### src/rtl/mem_access_port_pkg.sv
`default_nettype none
// ============================================================================
// Module      : mem_access_port_pkg
// Description : Shared definitions for the memory access port: access size
//               codes, FSM state encoding and the request legality check.
// Revision    : 1.0 - initial release
// ============================================================================
package mem_access_port_pkg;

    // Access size codes carried on req_size
    typedef enum logic [1:0] {
        SZ_BYTE = 2'b00,
        SZ_HALF = 2'b01,
        SZ_WORD = 2'b10,
        SZ_BAD  = 2'b11
    } size_e;

    // Responder FSM states
    typedef enum logic [2:0] {
        ST_IDLE    = 3'd0,
        ST_RD_WAIT = 3'd1,
        ST_WR      = 3'd2,
        ST_RESP    = 3'd3,
        ST_ERR     = 3'd4
    } state_e;

    // A request is illegal when its size code is reserved, it is not
    // naturally aligned, or its start address lies past the last byte.
    function automatic logic is_illegal(input logic [1:0]  size,
                                        input logic [31:0] addr,
                                        input logic [31:0] addr_max);
        logic bad;
        bad = 1'b0;
        if (size == SZ_BAD)                          bad = 1'b1;
        if ((size == SZ_HALF) && addr[0])            bad = 1'b1;
        if ((size == SZ_WORD) && (addr[1:0] != 2'b00)) bad = 1'b1;
        if (addr > addr_max)                         bad = 1'b1;
        return bad;
    endfunction

endpackage
`default_nettype wire

### src/rtl/mem_access_port_if.sv
`default_nettype none
// ============================================================================
// Module      : mem_access_port_if
// Description : Request/response handshake plus memory-side bus of the
//               memory access port.
//               slave  : the access port (drives req_ready, rsp_*, mem_addr,
//                        mem_we, mem_wdata)
//               master : control FSM + memory (drives req_*, mem_rdata)
// Revision    : 1.0 - initial release
// ============================================================================
interface mem_access_port_if;

    logic        req_valid;
    logic        req_ready;
    logic        req_we;
    logic [1:0]  req_size;
    logic        req_signed;
    logic [31:0] req_addr;
    logic [31:0] req_wdata;
    logic        rsp_valid;
    logic        rsp_err;
    logic [31:0] rsp_rdata;
    logic [31:0] mem_addr;
    logic        mem_we;
    logic [31:0] mem_wdata;
    logic [31:0] mem_rdata;

    modport slave (
        input  req_valid, req_we, req_size, req_signed, req_addr, req_wdata,
        input  mem_rdata,
        output req_ready, rsp_valid, rsp_err, rsp_rdata,
        output mem_addr, mem_we, mem_wdata
    );

    modport master (
        output req_valid, req_we, req_size, req_signed, req_addr, req_wdata,
        output mem_rdata,
        input  req_ready, rsp_valid, rsp_err, rsp_rdata,
        input  mem_addr, mem_we, mem_wdata
    );

endinterface
`default_nettype wire

### src/rtl/mem_access_port_byte_lane.sv
`default_nettype none
// ============================================================================
// Module      : byte_lane_unit
// Description : Combinational big-endian lane logic.
//               Extract path : pick byte/half at offset from word_i and
//                              sign/zero extend into rdata_o.
//               Merge path   : replace the addressed byte/half lanes of
//                              word_i with wdata_i, giving merged_o.
// Ports       : size_i, signed_i, offset_i, word_i, wdata_i -> rdata_o,
//               merged_o
// Revision    : 1.0 - initial release
// ============================================================================
module byte_lane_unit
    import mem_access_port_pkg::*;
(
    input  wire logic [1:0]  size_i,
    input  wire logic        signed_i,
    input  wire logic [1:0]  offset_i,
    input  wire logic [31:0] word_i,
    input  wire logic [15:0] wdata_i,
    output logic      [31:0] rdata_o,
    output logic      [31:0] merged_o
);

    // Big-endian: offset 0 is the most significant lane, so the lane's
    // LSB position is (3 - offset) * 8 for bytes, (2 - offset) * 8 for halves.
    logic [4:0] byte_lsb;
    logic [4:0] half_lsb;
    logic [7:0]  byte_sel;
    logic [15:0] half_sel;

    assign byte_lsb = {~offset_i, 3'b000};
    assign half_lsb = {~offset_i[1], 4'b0000};
    assign byte_sel = word_i[byte_lsb +: 8];
    assign half_sel = word_i[half_lsb +: 16];

    always_comb begin
        rdata_o  = '0;
        merged_o = word_i;
        case (size_i)
            SZ_BYTE: begin
                rdata_o                 = {{24{signed_i & byte_sel[7]}}, byte_sel};
                merged_o[byte_lsb +: 8] = wdata_i[7:0];
            end
            SZ_HALF: begin
                rdata_o                  = {{16{signed_i & half_sel[15]}}, half_sel};
                merged_o[half_lsb +: 16] = wdata_i;
            end
            SZ_WORD: begin
                rdata_o = word_i;
            end
            default: begin
                rdata_o = '0;
            end
        endcase
    end

endmodule
`default_nettype wire

### src/rtl/mem_access_port.sv
`default_nettype none
// ============================================================================
// Module      : mem_access_port
// Description : Memory-side responder for CPU loads/stores. One request at a
//               time; byte/half/word loads with sign/zero extension, word
//               stores direct, sub-word stores by read-modify-write. Illegal
//               requests (size 11, misaligned, out of range) get an error
//               response without touching memory.
// Ports       : clk   - rising-edge clock
//               reset - asynchronous active-low reset
//               bus   - mem_access_port_if.slave (request, response, memory)
// Revision    : 1.0 - initial release
// ============================================================================
module mem_access_port
    import mem_access_port_pkg::*;
#(
    parameter int unsigned MEM_BYTES = 256,
    parameter int unsigned RD_LAT    = 1
)(
    input  wire logic           clk,
    input  wire logic           reset,
    mem_access_port_if.slave    bus
);

    localparam logic [31:0] ADDR_MAX = 32'(MEM_BYTES - 1);
    // RD_WAIT lasts RD_LAT cycles; the counter runs RD_LAT-1 down to 0.
    localparam logic [7:0]  CNT_LOAD = 8'(RD_LAT - 1);

    state_e      state_q;
    logic [7:0]  cnt_q;
    logic        we_q;
    logic [1:0]  size_q;
    logic        signed_q;
    logic [1:0]  off_q;
    logic [15:0] wdata_q;
    logic [31:0] mem_addr_q;
    logic [31:0] mem_wdata_q;
    logic        rsp_valid_q;
    logic        rsp_err_q;
    logic [31:0] rsp_rdata_q;

    logic [31:0] ext_rdata;
    logic [31:0] merge_word;
    logic        req_bad;

    assign req_bad = is_illegal(bus.req_size, bus.req_addr, ADDR_MAX);

    byte_lane_unit u_lane (
        .size_i   (size_q),
        .signed_i (signed_q),
        .offset_i (off_q),
        .word_i   (bus.mem_rdata),
        .wdata_i  (wdata_q),
        .rdata_o  (ext_rdata),
        .merged_o (merge_word)
    );

    always_ff @(posedge clk or negedge reset) begin
        if (!reset) begin
            state_q     <= ST_IDLE;
            cnt_q       <= '0;
            we_q        <= 1'b0;
            size_q      <= '0;
            signed_q    <= 1'b0;
            off_q       <= '0;
            wdata_q     <= '0;
            mem_addr_q  <= '0;
            mem_wdata_q <= '0;
            rsp_valid_q <= 1'b0;
            rsp_err_q   <= 1'b0;
            rsp_rdata_q <= '0;
        end else begin
            // Response outputs are single-cycle pulses unless set below.
            rsp_valid_q <= 1'b0;
            rsp_err_q   <= 1'b0;
            rsp_rdata_q <= '0;
            case (state_q)
                ST_IDLE: begin
                    if (bus.req_valid) begin
                        we_q     <= bus.req_we;
                        size_q   <= bus.req_size;
                        signed_q <= bus.req_signed;
                        off_q    <= bus.req_addr[1:0];
                        wdata_q  <= bus.req_wdata[15:0];
                        if (req_bad) begin
                            state_q     <= ST_ERR;
                            rsp_valid_q <= 1'b1;
                            rsp_err_q   <= 1'b1;
                        end else begin
                            mem_addr_q <= {bus.req_addr[31:2], 2'b00};
                            if (bus.req_we && (bus.req_size == SZ_WORD)) begin
                                mem_wdata_q <= bus.req_wdata;
                                state_q     <= ST_WR;
                            end else begin
                                cnt_q   <= CNT_LOAD;
                                state_q <= ST_RD_WAIT;
                            end
                        end
                    end
                end
                ST_RD_WAIT: begin
                    if (cnt_q == 8'd0) begin
                        // mem_rdata is valid on this last wait cycle.
                        if (we_q) begin
                            mem_wdata_q <= merge_word;
                            state_q     <= ST_WR;
                        end else begin
                            rsp_rdata_q <= ext_rdata;
                            rsp_valid_q <= 1'b1;
                            state_q     <= ST_RESP;
                        end
                    end else begin
                        cnt_q <= cnt_q - 8'd1;
                    end
                end
                ST_WR: begin
                    rsp_valid_q <= 1'b1;
                    state_q     <= ST_RESP;
                end
                ST_RESP, ST_ERR: begin
                    state_q <= ST_IDLE;
                end
                default: begin
                    state_q <= ST_IDLE;
                end
            endcase
        end
    end

    // mem_we is a pure state decode so an asynchronous reset removes it
    // before the next edge and an interrupted store never lands.
    assign bus.mem_we    = (state_q == ST_WR);
    assign bus.req_ready = (state_q == ST_IDLE);
    assign bus.mem_addr  = mem_addr_q;
    assign bus.mem_wdata = mem_wdata_q;
    assign bus.rsp_valid = rsp_valid_q;
    assign bus.rsp_err   = rsp_err_q;
    assign bus.rsp_rdata = rsp_rdata_q;

endmodule
`default_nettype wire

### src/flat_wrapper.sv
// flat-port wrapper written by rule: the top's interface ports become plain ports
module mem_access_port_flat import mem_access_port_pkg::*;
#(
    parameter int unsigned MEM_BYTES = 256,
    parameter int unsigned RD_LAT    = 1
)
  (clk, reset, bus_req_valid, bus_req_we, bus_req_size, bus_req_signed, bus_req_addr, bus_req_wdata, bus_mem_rdata, bus_req_ready, bus_rsp_valid, bus_rsp_err, bus_rsp_rdata, bus_mem_addr, bus_mem_we, bus_mem_wdata);
  mem_access_port_if bus_i ();
  input  wire logic clk;
  input  wire logic reset;
  input wire logic [$bits(bus_i.req_valid)-1:0] bus_req_valid;
  input wire logic [$bits(bus_i.req_we)-1:0] bus_req_we;
  input wire logic [$bits(bus_i.req_size)-1:0] bus_req_size;
  input wire logic [$bits(bus_i.req_signed)-1:0] bus_req_signed;
  input wire logic [$bits(bus_i.req_addr)-1:0] bus_req_addr;
  input wire logic [$bits(bus_i.req_wdata)-1:0] bus_req_wdata;
  input wire logic [$bits(bus_i.mem_rdata)-1:0] bus_mem_rdata;
  output wire logic [$bits(bus_i.req_ready)-1:0] bus_req_ready;
  output wire logic [$bits(bus_i.rsp_valid)-1:0] bus_rsp_valid;
  output wire logic [$bits(bus_i.rsp_err)-1:0] bus_rsp_err;
  output wire logic [$bits(bus_i.rsp_rdata)-1:0] bus_rsp_rdata;
  output wire logic [$bits(bus_i.mem_addr)-1:0] bus_mem_addr;
  output wire logic [$bits(bus_i.mem_we)-1:0] bus_mem_we;
  output wire logic [$bits(bus_i.mem_wdata)-1:0] bus_mem_wdata;
  assign bus_i.req_valid = bus_req_valid;
  assign bus_i.req_we = bus_req_we;
  assign bus_i.req_size = bus_req_size;
  assign bus_i.req_signed = bus_req_signed;
  assign bus_i.req_addr = bus_req_addr;
  assign bus_i.req_wdata = bus_req_wdata;
  assign bus_i.mem_rdata = bus_mem_rdata;
  assign bus_req_ready = bus_i.req_ready;
  assign bus_rsp_valid = bus_i.rsp_valid;
  assign bus_rsp_err = bus_i.rsp_err;
  assign bus_rsp_rdata = bus_i.rsp_rdata;
  assign bus_mem_addr = bus_i.mem_addr;
  assign bus_mem_we = bus_i.mem_we;
  assign bus_mem_wdata = bus_i.mem_wdata;
  mem_access_port #(.MEM_BYTES(MEM_BYTES), .RD_LAT(RD_LAT)) u_core (.clk(clk), .reset(reset), .bus(bus_i));
endmodule
### config.mk
export PLATFORM = sky130hd
export DESIGN_NAME = mem_access_port_flat
export DESIGN_NICKNAME = d
export VERILOG_FILES = /design/src/rtl/mem_access_port_pkg.sv /design/src/rtl/mem_access_port_if.sv /design/src/rtl/mem_access_port_byte_lane.sv /design/src/rtl/mem_access_port.sv /design/src/flat_wrapper.sv
export SDC_FILE = /design/constraint.sdc
export NUM_CORES = 1
export LEC_CHECK = 0
export ABC_AREA = 1
export CORE_ASPECT_RATIO = 0.6
export CORE_UTILIZATION = 49
export CTS_CLUSTER_SIZE = 24
export DETAILED_ROUTE_END_ITERATION = 16
export PLACE_DENSITY = 0.91
export SLEW_MARGIN = 0
export SYNTH_ARGS = -nofsm -noshare
export SYNTH_HDL_FRONTEND = slang
export SYNTH_SLANG_ARGS = --single-unit
### constraint.sdc
create_clock -name clk -period 2.3 [get_ports clk]
set_input_delay 0.575 -clock clk [delete_from_list [all_inputs] [get_ports clk]]
set_output_delay 0.575 -clock clk [all_outputs]
set_load 0.05 [all_outputs]
# --- Yosys cells after proc, flatten, opt, wreduce, memory -nomap -nowiden ---
# Index checks and enable logic that the tools add are counted.
totals:
  regBits: 129
  input_bits: 103
  output_inout_bits: 100
  wordCells: 88
op_classes:
  add_sub_neg: 3
  n_lt_le_gt_ge: 1
  n_eq_ne: 14
  shifts: 6
  mux: 34
  bitwise: 5
  reduce_logical: 13
ops:
  columns: ["op", "n"]
  rows:
  - ["$mux W32", 8]
  - ["$pmux W32 S2", 2]
  - ["$pmux W32 S3", 1]
  - ["$bwmux W32", 2]
  - ["$gt A32 B8 Y1 const B", 1]
  - ["$mux W8", 4]
  - ["$shift A16 B7 Y32 const A", 1]
  - ["$shift A8 B7 Y32 const A", 1]
  - ["$shiftx A16 B7 Y32", 1]
  - ["$shiftx A32 B6 Y16", 1]
  - ["$shiftx A32 B6 Y8", 1]
  - ["$shiftx A8 B7 Y32", 1]
  - ["$pmux W8 S2", 1]
  - ["$neg A5 Y7", 2]
  - ["$mux W1", 10]
  - ["$mux W3", 3]
  - ["$pmux W3 S3", 1]
  - ["$logic_not A8 Y1", 1]
  - ["$ne A2 B2 Y1 const B", 4]
  - ["$sub A8 B1 Y8 const B", 1]
  - ["$eq A2 B2 Y1 const B", 3]
  - ["$ne A2 B1 Y1 const B", 3]
  - ["$reduce_and A6 Y1", 1]
  - ["$reduce_and A5 Y1", 1]
  - ["14 further kinds", 21]

# --- Depth between registers and ports, before layout ---
# Gate-level depths: netlist of the first run.
logic_depth:
  ltp_word: 8
  ltp_mapped: 14
  depth_no_buf: 12

# --- Modules after synthesis ---
# Synthesis of the first run repeated with hierarchy kept, for this count alone.
unflattened:
  cells_unflattened: 1225
  hier_area_um2: 7963.9
modules_own_cells:
  columns: ["module", "n_inst", "cells_per_inst", "area_per_inst_um2", "seq_area_each_um2"]
  rows:
  - ["mem_access_port", 1, 645, 5554.1, 3228.1]
  - ["byte_lane_unit", 1, 580, 2409.8, 0.0]

# --- Worst setup path after synthesis of the first run ---
# Ideal clock, no wire load.
synth_timing:
  path_kind: "reg2reg"
  startpoint: "reg u_core.off_q[0]"
  endpoint: "reg u_core.mem_wdata_q[31] (netlist: u_core.bus.mem_wdata[31])"
  setup_ns: 0.066
  t_arrival_ns: 1.922
  t_required_ns: 2.234
  slack_ns: 0.312
  stages_incl_launch_ff: 12
  path_buffers: 2
  period_less_slack_ns: 1.988
  path_cell_list: "dfrtp_1 buf_2 inv_2 buf_2 ha_1 nor2_1 inv_1 o21ai_0 nand2_1 a21boi_1 nand3_1 nand2_1"
synth_via:
  elab_chain_cells: 8
  word_cells_on_any_way: 9
  cone_classes: "1 x add/sub; 2 x shift; 5 x mux; 1 x bitwise"
synth_lines:
  columns: ["element", "line_no", "rtl"]
  rows:
  - ["from (decl)", "mem_access_port.sv:34", "logic [1:0] off_q;"]
  - ["from (signal assigned)", "mem_access_port.sv:83", "off_q <= bus.req_addr[1:0];"]
  - ["$not A2 Y2 (*)", "mem_access_port_byte_lane.sv:32", "assign byte_lsb = {~offset_i, 3'b000};"]
  - ["$neg A5 Y7 (*)", "mem_access_port_byte_lane.sv:43", "merged_o[byte_lsb +: 8] = wdata_i[7:0];"]
  - ["$shiftx A8 B7 Y32 / $shift A8 B7 Y32 (equally long branches)", "mem_access_port_byte_lane.sv:43", null]
  - ["$bwmux W32 (*)", "mem_access_port_byte_lane.sv:43", null]
  - ["$pmux W32 S2 (*)", "mem_access_port_byte_lane.sv:40", "case (size_i)"]
  - ["$mux W32 (*)", "mem_access_port.sv:104", "if (we_q) begin"]
  - ["$mux W32 (*)", "mem_access_port.sv:102", "if (cnt_q == 8'd0) begin"]
  - ["$pmux W32 S2 (*)", "mem_access_port.sv:77", "case (state_q)"]
  - ["to (signal assigned)", "mem_access_port.sv:92", "mem_wdata_q <= bus.req_wdata;"]
  - ["to (signal assigned)", "mem_access_port.sv:105", "mem_wdata_q <= merge_word;"]
  - ["to (decl)", "mem_access_port.sv:37", "logic [31:0] mem_wdata_q;"]
# Mark *: on every way between the ends. The rest lies on a longest branch, timed or not. The select of a mux whose other input is x is not followed.
# A chain may end at the register's enable or synchronous reset.

# --- Worst setup path in the final report of the first run ---
layout_timing:
  startpoint: "reg u_core.mem_wdata_q[4] (netlist: u_core.bus.mem_wdata[4])"
  endpoint: "out bus_mem_wdata[4]"
layout_lines:
  columns: ["element", "line_no", "rtl"]
  rows:
  - ["to (decl)", "flat_wrapper.sv:24", "output wire logic [$bits(bus_i.mem_wdata)-1:0] bus_mem_wdata;"]
# No word-level cell between the ends.

==> flow_metrics.py, run 1 <==
metrics = {
    "status": {
        "status": "finished, final reports clean",
    },
    "yosys": {
        "ys_ff_latch": 129,
        "ys.flop_type": "dfrtp_1",
        "postSynthCellCount": 1007,
        "avgSynthCellArea_sq_um": 7.231,
        "synthesis.area_sq_mm": 0.007282,
        "synth_cell_type_count": 37,
        "synthArstFlopShare": 1.000,
        "yosysWarnings": 0,
        "seq_area_frac_synth": 0.4433,
        "synth_edf_count": 0,
    },
    "pwr": {
        "leakage_uw": 0.005037,
        "power_density_mw_per_mm2": 1283,
        "irDropWorstVdd_mv": 0.9133,
    },
    "worst_setup_path": {
        "start_kind": "flip-flop",
        "path_max_fanout": 2,
        "crit_arrival_ps": 1660,
        "cp_cell_sequence": "clkdlybuf4s50_1",
        "worstPathRequired_ps": 1730,
        "slowest_delay_ps": 830,
        "crit_family": "buffers and inverters",
        "critPathKind": "flip-flop to output port",
        "critPathSlowestCell": "clkdlybuf4s50_1",
        "worst-path-buf-inv": 1,
        "end_kind": "output port",
    },
    "sta": {
        "fmax_mhz": 448.0,
        "fin_skew_ps": 12.50,
        "period_needed_ps": 2232,
        "fin_crit_sh": 0.9704,
        "tns_ps": 0,
        "maxSlewHeadroom": 0.6387,
        "worst_pin_slew_ps": 536.3,
        "rsz0062_at_grt": "false",
        "setup_violations": 0,
        "final_hold_viol_count": 0,
        "finalMaxSlewViolations": 0,
    },
    "clocking": {
        "clkLatencyLatePin_ps": 430,
        "path_clk_slew_ps": 60,
        "clkSinkCount": 129,
        "numCtsBuffers": 17,
        "clk_path_buf_depth": 2,
        "cts_resized": 0,
        "h-tree-depth": 4,
        "cts_tree": "built",
        "cts_setup_buffers": 0,
        "clockRootBuffer": "clkbuf_16",
        "ctsHoldBuffers": 0,
    },
    "grt": {
        "track_usage": 0.3150,
        "grt_max_degree": 63,
        "grt_pass1_vias": 6872,
        "grt-ovfl-total": 0,
        "antenna_found_initial": 1,
        "grt_pass1_wl_um": 36710,
    },
    "finish": {
        "layout_commonest_cell": "nand2_1",
        "final_cells": 1420,
        "mostFrequentLayoutCells": "nand2_1 (341), clkdlybuf4s50_1 (197), dfrtp_1 (129)",
        "insertedDiodeCount": 0,
        "fillers": 1161,
        "syn2layout_area_growth_pct": 39.57,
        "drive_gt1_frac": 0.1064,
        "nNetsFinal": 1318,
    },
    "route": {
        "via_count": 7527,
        "antenna_left": 0,
        "wl_um": 23590,
        "detail_route.vias_per_cell": 5.301,
        "wire_per_inst_um": 16.62,
        "dr.pass1.iters": 6,
        "drt-initial-drc-count": 855,
        "drc_errors": 0,
    },
    "placed_design": {
        "placed_cells": 1388,
        "port_buffers": 200,
        "place.gp.congestion": 1.001,
        "dp.final_hpwl_um": 17800,
    },
    "floorplanning": {
        "dieArea_sq_mm": 0.01537,
        "ios": 203,
        "start_util": 0.5020,
        "die_h_um": 96.43,
        "dieWidth_um": 159.4,
        "coreArea_sq_mm": 0.01451,
        "num_rows": 34,
    },
    "job": {
        "maxCapViolations": 0,
    },
    "worst_hold_path": {
        "worstHoldPathType": "primary input to asynchronous set/reset pin",
    },
}
## synth_stat cells (3+ instances only)
master | number | area, sq um
nand2_1 | 341 | 1280
dfrtp_1 | 129 | 3228
nor2_1 | 127 | 476.7
inv_1 | 87 | 326.6
nand3_1 | 76 | 380.4
o21ai_0 | 45 | 225.2
or2_2 | 28 | 175.2
a21oi_1 | 24 | 120.1
buf_2 | 23 | 115.1
a31oi_1 | 21 | 131.4
a21boi_1 | 11 | 82.58
inv_2 | 10 | 37.54
buf_4 | 9 | 67.56
clkbuf_1 | 9 | 33.78
nand2_2 | 9 | 56.30
o21a_1 | 8 | 60.06
ha_1 | 6 | 75.07
a22oi_1 | 5 | 37.54
buf_6 | 5 | 56.30
a21boi_0 | 3 | 22.52
inv_4 | 3 | 18.77
nor2_2 | 3 | 18.77
nor2_8 | 3 | 60.06
o21ai_1 | 3 | 15.01
## cells by family (layout without fill, tap and decap cells)
logic type | count (synthesis) | count (layout) | synth area share
DFF | 129 | 129 | 0.4433
adders and majority gates | 6 | 6 | 0.01031
and+or+nand+nor | 595 | 595 | 0.3486
buffers and inverters | 147 | 361 | 0.09055
xor gates and xnor gates | 4 | 4 | 0.004812
AOI/OAI and AO/OA | 125 | 125 | 0.1019
other | 1 | 2 | 0.0005150
## area by class of cell
cell class	count	area (sq um)	share of cell area
well taps	198	247.7	0.02438
inverters	100	382.9	0.03767
repair buffers	229	2312	0.2275
clock buffers	17	425.4	0.04186
flip-flops and latches	129	3228	0.3176
clock inverters	15	165.2	0.01625
multi-input cells	732	3402	0.3347
## flip-flops by register name, summed over array words and instances (netlist names), 2 cells and up
name	cells
u_core.bus.mem_addr	30
u_core.off_q	2
u_core.cnt_q	8
u_core.bus.rsp_rdata	32
u_core.bus.mem_wdata	32
u_core.wdata_q	16
u_core.state_q	3
u_core.size_q	2
## report_power, final
part           switching, uW  internal [uW]
clock                   1180           1550
combinational           4680           2260
sequential               523           2840
total                   6390           6650
## path summary, 6_finish.rpt
| kind | startpoint | endpoint | slack [ps] | cells past startpoint |
|---|---|---|---|---|
| min reg2reg | u_core.cnt_q[1] | u_core.cnt_q[1] | 470 | 2 |
| max | u_core.bus.mem_wdata[4] | bus_mem_wdata[4] | 70 | 1 |
| min | reset | u_core.signed_q | 80 | 1 |
| max reg2reg | u_core.off_q[0] | u_core.bus.mem_wdata[13] | 240 | 10 |
| max in group asynchronous | reset | u_core.bus.mem_addr[9] | 1650 | 2 |
| min in group clk | u_core.cnt_q[1] | u_core.cnt_q[1] | 470 | 2 |
## through the flow
step | area (sq um) | worst slack, ps | power, uW | hold WS, ps | util
2_1_floorplan | 7286 | 312.1 | 7923 | 279.4 | -
3_3_place_gp | 9573 | 82.79 | 9979 | 456.0 | 0.6599
3_5_place_dp | 9573 | 50.44 | 10130 | 459.7 | 0.6599
4_1_cts | 10160 | 69.03 | 12910 | 82.10 | 0.7006
5_1_grt | 10160 | 39.05 | 13760 | 92.78 | 0.7006
6_report | 10160 | 68.07 | 13040 | 75.23 | 0.7006
## layer usage
layer | wire, um | vias to the layer above | GRT usage
met5 | 13 | - | 0
met4 | 340 | 2 | 0.07292
met3 | 2928 | 42 | 0.1084
met2 | 9914 | 458 | 0.4708
met1 | 10400 | 3466 | 0.4405
li1 | - | 3559 | -
(Power assumes the default switching activity.)
==> inputs of run 2 (changes only) <==
--- a/config.mk
+++ b/config.mk
@@ -10,7 +10,7 @@
 export CORE_UTILIZATION = 49
 export CTS_CLUSTER_SIZE = 24
 export DETAILED_ROUTE_END_ITERATION = 16
-export PLACE_DENSITY = 0.91
+export PLACE_DENSITY = 0.81
 export SLEW_MARGIN = 0
 export SYNTH_ARGS = -nofsm -noshare
 export SYNTH_HDL_FRONTEND = slang
==> flow_metrics.py, run 2 (synthesis results as in run 1) <==
metrics = {
    "grt": {
        "track_usage": 0.3123,
        "grt-ovfl-total": 0,
        "grt_max_degree": 45,
        "grt_pass1_vias": 6858,
        "antenna_found_initial": 0,
        "grt_pass1_wl_um": 36630,
    },
    "sta": {
        "hold-worst-slack_ps": 85.14,
        "setup_violations": 0,
        "finalMaxSlewViolations": 0,
        "period_needed_ps": 2205,
        "fmax_mhz": 453.5,
        "fin_skew_ps": 9.052,
        "fin_crit_sh": 0.9586,
        "tns_ps": 0,
        "final_hold_viol_count": 0,
        "maxSlewHeadroom": 0.6287,
        "rsz0062_at_grt": "false",
        "worst_pin_slew_ps": 555.2,
    },
    "finish": {
        "final_util": 0.6997,
        "nNetsFinal": 1319,
        "drive_gt1_frac": 0.1079,
        "syn2layout_area_growth_pct": 39.38,
        "mostFrequentLayoutCells": "nand2_1 (341), clkdlybuf4s50_1 (196), dfrtp_1 (129)",
        "fillers": 1198,
        "multi_input_area_sq_mm": 0.003405,
        "layout_commonest_cell": "nand2_1",
        "seq_area_sq_mm": 0.003228,
        "insertedDiodeCount": 0,
        "finish.instance_area_sq_mm": 0.01015,
    },
    "route": {
        "antenna_left": 0,
        "drt-met1-wl_um": 10660,
        "wl_um": 22890,
        "drt-initial-drc-count": 728,
        "wire_per_inst_um": 16.11,
        "drc_errors": 0,
        "dr_wl_met3_um": 2832,
        "dr.pass1.iters": 6,
        "dr.max_layer_used": "met4",
        "via_count": 7442,
        "wl_met2_um": 9156,
        "detail_route.vias_per_cell": 5.237,
    },
    "floorplanning": {
        "dieWidth_um": 159.4,
        "coreArea_sq_mm": 0.01451,
        "ios": 203,
        "die_h_um": 96.43,
        "start_util": 0.5020,
        "dieArea_sq_mm": 0.01537,
        "num_rows": 34,
    },
    "worst_setup_path": {
        "critPathSlowestCell": "clkdlybuf4s50_1",
        "ff2ff_setup_slack_ps": 160,
        "slowest_delay_ps": 820,
        "path_max_fanout": 2,
        "cp_cell_sequence": "clkdlybuf4s50_1",
        "crit_family": "buffers and inverters",
        "r2r_end": "u_core.bus.mem_wdata[6]",
        "worst-path-buf-inv": 1,
        "r2r_cells": 10,
        "start_kind": "flip-flop",
        "r2r-start": "u_core.off_q[1]",
        "end_kind": "output port",
        "critPathKind": "flip-flop to output port",
        "worstPathRequired_ps": 1730,
        "crit_arrival_ps": 1630,
    },
    "clocking": {
        "numCtsBuffers": 17,
        "clkLatencyLatePin_ps": 420,
        "clk_path_buf_depth": 2,
        "clockRootBuffer": "clkbuf_16",
        "path_clk_slew_ps": 70,
        "h-tree-depth": 4,
        "cts_tree": "built",
        "ctsHoldBuffers": 0,
        "clkSinkCount": 129,
    },
    "placed_design": {
        "place.gp.congestion": 0.9952,
        "place_area_sq_mm": 0.009583,
        "dp.final_hpwl_um": 17400,
        "port_buffers": 200,
    },
    "pwr": {
        "irDropWorstVdd_mv": 0.9738,
        "leakage_uw": 0.005036,
        "power_uw": 12880,
        "power_density_mw_per_mm2": 1269,
    },
    "worst_hold_path": {
        "worstHoldPathType": "primary input to asynchronous set/reset pin",
    },
    "job": {
        "maxCapViolations": 0,
    },
    "status": {
        "status": "finished, final reports clean",
    },
}
## run 2: final cells by class
cell class / instances / share of cell area
inverter: 100 / 0.03772
timing repair buffer: 230 / 0.2288
clock inverter: 15 / 0.01368
clock buffer: 17 / 0.04191
multi-input combinational: 732 / 0.3354
tap: 198 / 0.02441
sequential: 129 / 0.3180
## run 2: report_power, final
group	switching, uW	internal (uW)
sequential	514	2840
clock	1180	1430
combinational	4620	2290
## run 2: through the flow
stage,instances,setup slack [ps]
2_1_floorplan,1008,312.1
3_3_place_gp,1389,133.5
3_5_place_dp,1389,73.19
4_1_cts,1421,34.02
5_1_grt,1421,26.16
6_report,1421,95.17
## run 2: per-layer routing
layer / up-vias / global-route usage
met1: 3412 / 0.4500
li1: 3570 / -
met4: 0 / 0.07933
met3: 28 / 0.1212
met2: 432 / 0.4342
met5: - / 0
## run 2: worst max-delay path by stage
stage	depth (start not counted)	slack (ps)	end	from
after floorplan	11	310	u_core.bus.mem_wdata[31]	u_core.off_q[0]
after global placement	10	130	u_core.bus.mem_wdata[30]	bus_req_addr[14]
after detailed placement	10	70	u_core.bus.mem_wdata[28]	bus_req_addr[14]
after CTS	1	30	bus_mem_wdata[4]	u_core.bus.mem_wdata[4]
after global routing	10	30	u_core.bus.mem_wdata[5]	u_core.off_q[1]
final	1	100	bus_mem_wdata[26]	u_core.bus.mem_wdata[26]
## run 2: timing repair
| action | 4_1_cts | 5_1_grt |
|---|---|---|
| gates resized for setup | 0 | 1 |
| buffers inserted | 0 | 0 |
| setup endpoints to repair | 0 | 1 |
